--- config.mk ---
export PLATFORM = sky130hd
export DESIGN_NAME = i2s_capture_mc
export DESIGN_NICKNAME = d
export VERILOG_FILES = /design/src/rtl/i2s_capture_mc.sv
export SDC_FILE = /design/constraint.sdc
export NUM_CORES = 1
export LEC_CHECK = 0
export ABC_AREA = 1
export CORE_MARGIN = 5
export CORE_UTILIZATION = 34
export DETAILED_ROUTE_END_ITERATION = 8
export SLEW_MARGIN = 20
export SYNTH_ARGS = -nofsm -noshare
export SYNTH_HDL_FRONTEND = slang
export SYNTH_SLANG_ARGS = --single-unit
--- constraint.sdc ---
create_clock -name clk -period 1.43 [get_ports clk]
set_input_delay 0.2145 -clock clk [delete_from_list [all_inputs] [get_ports clk]]
set_output_delay 0.2145 -clock clk [all_outputs]
set_load 0.05 [all_outputs]
--- src/rtl/i2s_capture_mc.sv ---
// i2s_capture_mc: I2S master receiver, decimating, byte-stream output.
// Define I2S_CAPTURE_TEST_PATTERN_EN to replace samples with a counter.
module i2s_capture_mc #(
  parameter int CLK_FREQ     = 50_000_000,
  parameter int I2S_CLK_FREQ = 1_500_000,
  parameter int DATA_SIZE    = 24,
  parameter int SLOT_SIZE    = 32,
  parameter int CHANNELS     = 2,
  parameter int OUT_BYTES    = 2,
  parameter int DECIMATE     = 1
) (
  input  logic        clk,
  input  logic        rst_n,
  input  logic        enable,
  output logic        i2s_clk,
  output logic        i2s_ws,
  input  logic        i2s_sd,
  output logic [7:0]  byte_out,
  output logic        byte_valid,
  input  logic        byte_ready,
  output logic        overrun,
  output logic [15:0] drop_count
);
  localparam int HD_RAW   = CLK_FREQ / (2 * I2S_CLK_FREQ);
  localparam int HALF_DIV = (HD_RAW < 1) ? 1 : HD_RAW;
  localparam int DW       = (HALF_DIV > 1) ? $clog2(HALF_DIV) : 1;
  localparam int FRAME    = 2 * SLOT_SIZE;
  localparam int PW       = $clog2(FRAME);
  localparam int OW       = OUT_BYTES * 8;
  localparam int IW       = (OUT_BYTES > 1) ? $clog2(OUT_BYTES) : 1;
  localparam int FW       = (DECIMATE > 1) ? $clog2(DECIMATE) : 1;
  localparam bit STEREO   = (CHANNELS == 2);
  localparam bit FULLW    = (OW == DATA_SIZE);

  localparam logic [DW-1:0] DIV_MAX = DW'(HALF_DIV - 1);
  localparam logic [PW-1:0] P_MAX   = PW'(FRAME - 1);
  localparam logic [PW-1:0] P_SLOT  = PW'(SLOT_SIZE);
  localparam logic [PW-1:0] L_HI    = PW'(OW);
  localparam logic [PW-1:0] R_LO    = PW'(SLOT_SIZE + 1);
  localparam logic [PW-1:0] R_HI    = PW'(SLOT_SIZE + OW);
  localparam logic [PW-1:0] L_END   = PW'(DATA_SIZE);
  localparam logic [PW-1:0] R_END   = PW'(SLOT_SIZE + DATA_SIZE);
  localparam logic [IW-1:0] I_MAX   = IW'(OUT_BYTES - 1);
  localparam logic [FW-1:0] F_MAX   = FW'(DECIMATE - 1);

  logic [DW-1:0] div_cnt;
  logic [PW-1:0] p, p_nxt;
  logic [FW-1:0] frm;
  logic [OW-1:0] shreg, word, obuf;
  logic [IW-1:0] idx;
  logic          tick, rise_stb, fall_stb;
  logic          cap, done, xfer, last, load, drop;

  // Only the kept top OW bits are shifted; later data bits are truncated.
  always_comb begin
    tick     = enable && (div_cnt == DIV_MAX);
    rise_stb = tick && !i2s_clk;
    fall_stb = tick && i2s_clk;
    p_nxt    = (p == P_MAX) ? '0 : p + 1'b1;
    cap      = rise_stb &&
               (((p != '0) && (p <= L_HI)) ||
                (STEREO && (p >= R_LO) && (p <= R_HI)));
    done     = rise_stb && (frm == '0) &&
               ((p == L_END) || (STEREO && (p == R_END)));
    xfer     = byte_valid && byte_ready;
    last     = (idx == I_MAX);
    load     = done && (!byte_valid || (xfer && last));
    drop     = done && !load;
  end

`ifdef I2S_CAPTURE_TEST_PATTERN_EN
  logic [DATA_SIZE-1:0] pat;

  always_ff @(posedge clk) begin
    if (!rst_n || !enable) pat <= '0;
    else if (done)         pat <= pat + 1'b1;
  end

  assign word = pat[DATA_SIZE-1 -: OW];
`else
  assign word = FULLW ? {shreg[OW-2:0], i2s_sd} : shreg;
`endif

  assign byte_out = obuf[OW-1 -: 8];

  always_ff @(posedge clk) begin
    if (!rst_n || !enable) begin
      div_cnt    <= '0;
      i2s_clk    <= 1'b0;
      i2s_ws     <= 1'b0;
      p          <= '0;
      frm        <= '0;
      shreg      <= '0;
      obuf       <= '0;
      idx        <= '0;
      byte_valid <= 1'b0;
      overrun    <= 1'b0;
    end else begin
      overrun <= drop;
      div_cnt <= tick ? '0 : div_cnt + 1'b1;
      if (tick) i2s_clk <= !i2s_clk;
      if (fall_stb) begin
        p      <= p_nxt;
        i2s_ws <= (p_nxt >= P_SLOT);
        if (p == P_MAX) frm <= (frm == F_MAX) ? '0 : frm + 1'b1;
      end
      if (cap) shreg <= {shreg[OW-2:0], i2s_sd};
      if (load) begin
        obuf       <= word;
        idx        <= '0;
        byte_valid <= 1'b1;
      end else if (xfer) begin
        obuf <= obuf << 8;
        idx  <= idx + 1'b1;
        if (last) byte_valid <= 1'b0;
      end
    end
  end

  // Drop count survives enable low; only reset clears it.
  always_ff @(posedge clk) begin
    if (!rst_n)
      drop_count <= '0;
    else if (drop && (drop_count != 16'hFFFF))
      drop_count <= drop_count + 1'b1;
  end
endmodule

Word level (Yosys, flattened, before mapping)
Cells that the tools add are included.

Register bits after elaboration: 64. Bits of input ports: 5. Output and inout bits: 28. Logic and storage cells: 62.

Add/subtract/negate cells: 5. Order comparisons: 4. Equal/unequal tests: 5. Muxes and demuxes: 7. Bitwise gates (word level): 1. Reductions and logical operators: 29.

Operators by type and width (count): 16-bit two-way mux (2); 16-bit by 1-bit adder with 16-bit output (second input constant) (1); 16-bit inequality test (second input constant) (1); 1-bit logical AND (13); 6-bit equality test (second input constant) (2); 6-bit >= comparator (second input constant) (2); 6-bit by 1-bit adder with 6-bit output (second input constant) (1); 6-bit by 5-bit equality test with 1-bit output (second input constant) (1); 6-bit by 5-bit <= comparator with 1-bit output (second input constant) (1); 6-bit <= comparator (second input constant) (1); 6-bit two-way mux (1); 6-bit nonzero test (1); 1-bit logical NOT (5); 4-bit by 1-bit adder with 4-bit output (second input constant) (1); 4-bit equality test (second input constant) (1); 1-bit logical OR (4); 1-bit two-way mux (4); 2-bit AND reduction (2); 2-bit nonzero test (2); 2-bit OR reduction (2); 1-bit adder (second input constant) (2); 1-bit inverter (1).

Depth between registers and ports, before layout
Word-level depth: 9. Gate-level depth with buffers: 10. Mapped depth without buffers: 9.

Least setup slack after synthesis
Ideal clock, no wire load.

Path kind: flip-flop to flip-flop. Start point: register drop_count[0]. End point: register drop_count[5]. Library setup time: 71 ps. Arrival time: 1915 ps. Data required time: 1359 ps. Setup slack: -556 ps. Cell stages (with the launch flop): 11. Path buffers: 1. Clock period less this slack: 1986 ps. Cell sequence: dfxtp_1 ha_1 inv_1 nor2_4 nand2_4 nor2_8 inv_2 nand2_4 buf_12 nand2_2 a21oi_2.

Word-level cells in the longest chain between the ends: 2. Elaborated cells between the ends (all ways): 3. Those cells by class: add/sub (1); eq/ne (1); reduce/logical (1).

RTL lines: start, declared (RTL line 22) `output logic [15:0] drop_count`; start signal, assigned (RTL line 125) `drop_count <= drop_count + 1'b1;`; branches (longest 2 deep; another with 16-bit by 1-bit adder with 16-bit output).

Parallel ways; which one is timed is not known. A chain may end at the register's enable or synchronous reset.

Final worst setup path
Start point: register div_cnt[1]. End point: register obuf[14].

Word-level cells in the longest chain between the ends: 7. Elaborated cells between the ends (all ways): 8. Those cells by class: eq/ne (1); mux (1); reduce/logical (6).

RTL lines: start, declared (RTL line 46) `logic [DW-1:0] div_cnt;`; start signal, assigned (RTL line 100) `div_cnt <= tick ? '0 : div_cnt + 1'b1;`; 4-bit equality test * (RTL line 56) `tick = enable && (div_cnt == DIV_MAX);`; 1-bit logical AND * (RTL line 56); 1-bit logical AND * (RTL line 57) `rise_stb = tick && !i2s_clk;`; 1-bit logical AND * (2 in a row) (RTL line 63) `done = rise_stb && (frm == '0) &&`; 1-bit logical AND * (RTL line 67) `load = done && (!byte_valid || (xfer && last));`; 16-bit two-way mux or 2-bit nonzero test (tied branches); end signal, assigned (RTL line 109) `obuf <= word;`; end signal, assigned (RTL line 113) `obuf <= obuf << 8;`; end, declared (RTL line 49) `logic [OW-1:0] shreg, word, obuf;`.

Every way passes the cells marked *; elsewhere a longest branch is shown, timed or not.

==> metrics.cfg <==
[sta]
min_period_over_period_pct=108
slew_headroom_pct=78.9
rsz0062_at_grt=true
fmax_mhz=647
setup_viol=46
worst_pin_slew_ns=0.316
finalCriticalPeriod_ns=1.54
hold_violations=0
finClkSkew_ns=0.00936
slew_viol_final=0
fin_ws_ns=-0.114

[floorplanning]
die_x_um=106
dieHeight_um=106
initial_core_util_pct=34.5
io_pins=33
row_count=35
die-area_mm2=0.0113
core_area_mm2=0.00915

[clocking]
clock_latency_ns=0.35
cts_max_level=3
clk_pin_slew_ns=0.07
cts_made_buffers=9
tritoncts=done
clock_sinks=62
clockBufferDepth=2
cts-root-buf=clkbuf_8

[run_status]
violations=negative setup slack
status=complete, but fails checks

[logic_synthesis]
synth_simple_gate_area_share_pct=33.1
async_reset_ff_share_pct=0
ys_seq_area_share_pct=39.3
synth-seq-cells=62
yosys_warnings=0
synth_compound_area_share_pct=13.5
synth_area_mm2=0.00316
avgSynthCellArea_um2=7.31
synth_cell_types=36
synth-main-ff-cell=dfxtp_1
synth_top_family_by_area=simple AND/OR/NAND/NOR gates
synthMuxAreaShare_pct=0
syn_nets=443
synth_edf_count=0
synth_cells=432
synthXorXnorAreaFrac_pct=2.50
synthAdderAreaFrac_pct=2.38

[worst_setup_path]
cp.arrival_ns=1.78
worst_r2r_path_depth=8
worstSetupEndpointType=flip-flop
worstSetupPathType=reg -> reg
cp-start-kind=flip-flop
r2r_end=obuf[14]
r2r-start=div_cnt[1]
r2r_setup_slack_ns=-0.11
cp.required_ns=1.67
path_max_fanout=7

[drt]
drcViolationCount=0
drt_iter0_drc=155
vias_per_cell=4.88
firstDrtPassIters=4
drt_wl_total_um=7940
routedWlPerCell_um=12.7
drtAntennaViolNets=0
num_vias=3040

[power]
power_density_mw_per_mm2=671
power.leakage_nw=1.74
total_power_mw=3.17
peakVddDrop_mv=0.393

[final_layout]
final_cell_mix=nand2_1, buf_4, nor2_1, dfxtp_1, buf_12
final_layout_size_suffix_gt1_share_pct=39.3
nFillCells=841
multi_input_area_mm2=0.00186
areaGrowthSynthToFinish_pct=49.6
n_antenna_cell=0
final_common_cell=nand2_1
stdcell_count=623
layout.nets=519
regArea_mm2=0.00130

[place]
hpwl_um=5380
dp.cells=603
portBuffers=32
gp_congestion=0.828

[grt]
gr-total-overflow=0
grt_pass1_wl_um=13600
antenna_found_initial=0
grt_pass1_vias=3036
grt_max_degree=33
grt.total_usage_pct=14.6

[hold_path]
hold_class=reg -> reg
hold-path-cell-count=2
min_from=shreg[13]
hold_end=obuf[13]

[run]
max_cap_viol_count=0

[worst max-delay path: stages, from the launching register on]
cell	delay, ns
dfxtp_2	0.36
ha_4	0.15
nand2_4	0.05
nor2_4	0.18
nand3_4	0.13
nor2_4	0.20
buf_4	0.15
buf_4	0.13
a21oi_1	0.07
[where the power goes]
part / switching [mW] / total [mW] / internal (mW) / leakage (nW)
Sequential: 0.00270 / 1.71 / 1.71 / 0.514
Clock: 0.703 / 1.36 / 0.661 / 0.0855
Combinational: 0.0546 / 0.0973 / 0.0427 / 1.14
Total: 0.760 / 3.17 / 2.41 / 1.74
[per-layer routing]
| metal | GRT usage [%] | vias up | part of all wire [%] |
|---|---|---|---|
| met2 | 24.8 | 63 | 48 |
| met4 | 6.85 | 0 | 2.0 |
| met5 | 0 | - | 0 |
| met1 | 18.1 | 1423 | 45 |
| li1 | - | 1541 | - |
| met3 | 2.37 | 13 | 4.3 |
[state kept, by name, summed over array words and instances, names as in the netlist]
register    flops
i2s_ws          1
shreg          16
obuf           16
idx             1
overrun         1
p               5
byte_valid      1
i2s_clk         1
drop_count     16
div_cnt         4
[kinds of logic (layout without fill, tap and decap cells)]
logic type      count (synthesis)  after routing
buf+inv                        56            136
fa+ha+maj                       6              6
compound gates                 75             75
xor+xnor                        9              9
simple gates                  224            224
flops                          62             62
[repair_timing]
action | in CTS | in global routing
resized for setup | 31 | 30
setup endpoints to repair | 54 | 55
pin swaps | 9 | 9
buffers inserted | 2 | 1
gates cloned | 1 | 2
hold endpoints to repair | 0 | 0
hold buffers | 0 | 0
[synth_stat cells (2+ instances only)]
master / n / area, µm²
nand2_2: 12 / 75.1
nand3b_1: 9 / 67.6
o21ai_1: 3 / 15.0
nand2_1: 121 / 454
a21oi_1: 41 / 205
nand4_1: 5 / 31.3
ha_1: 6 / 75.1
dfxtp_1: 62 / 1240
nand2_4: 2 / 22.5
o21ai_0: 17 / 85.1
buf_6: 3 / 33.8
nor2_1: 45 / 169
clkbuf_1: 8 / 30.0
inv_2: 3 / 11.3
nor2_4: 5 / 56.3
nor2_2: 3 / 18.8
xnor2_1: 5 / 43.8
inv_1: 28 / 105
nand3_1: 14 / 70.1
nor3_1: 2 / 10.0
a21oi_2: 10 / 87.6
buf_4: 11 / 82.6
xor2_1: 4 / 35.0
[cell type report]
type                    instances  area share [%]
clock inverters                 4           0.503
multi-input cells             314            39.3
well taps                     111            2.94
repair buffers                 89            24.2
inverters                      32            2.59
flip-flops and latches         62            27.4
clock buffers                  11            2.99
[worst max path at each step]
stage	from	to	slack, ns	cells after the start
floorplan	drop_count[0]	drop_count[11]	-0.06	10
global placement	enable	i2s_ws	-0.35	8
detailed placement	enable	i2s_ws	-0.37	8
CTS	div_cnt[1]	obuf[0]	-0.08	9
global route	p[0]	shreg[1]	-0.19	8
finish	div_cnt[1]	obuf[14]	-0.11	8
[metrics by stage]
step	worst slack (ns)	hold WS (ns)	setup TNS [ns]	instance area [µm²]	utilization (%)
6_report	-0.114	0.466	-2.70	4730	51.6
2_1_floorplan	-0.0584	0.340	-0.535	3270	-
5_1_grt	-0.194	0.497	-7.34	4730	51.6
4_1_cts	-0.0783	0.466	-2.21	4590	50.2
3_3_place_gp	-0.346	0.451	-15.90	4310	47.0
3_5_place_dp	-0.365	0.456	-17.36	4310	47.0
(Power assumes the default switching activity.)
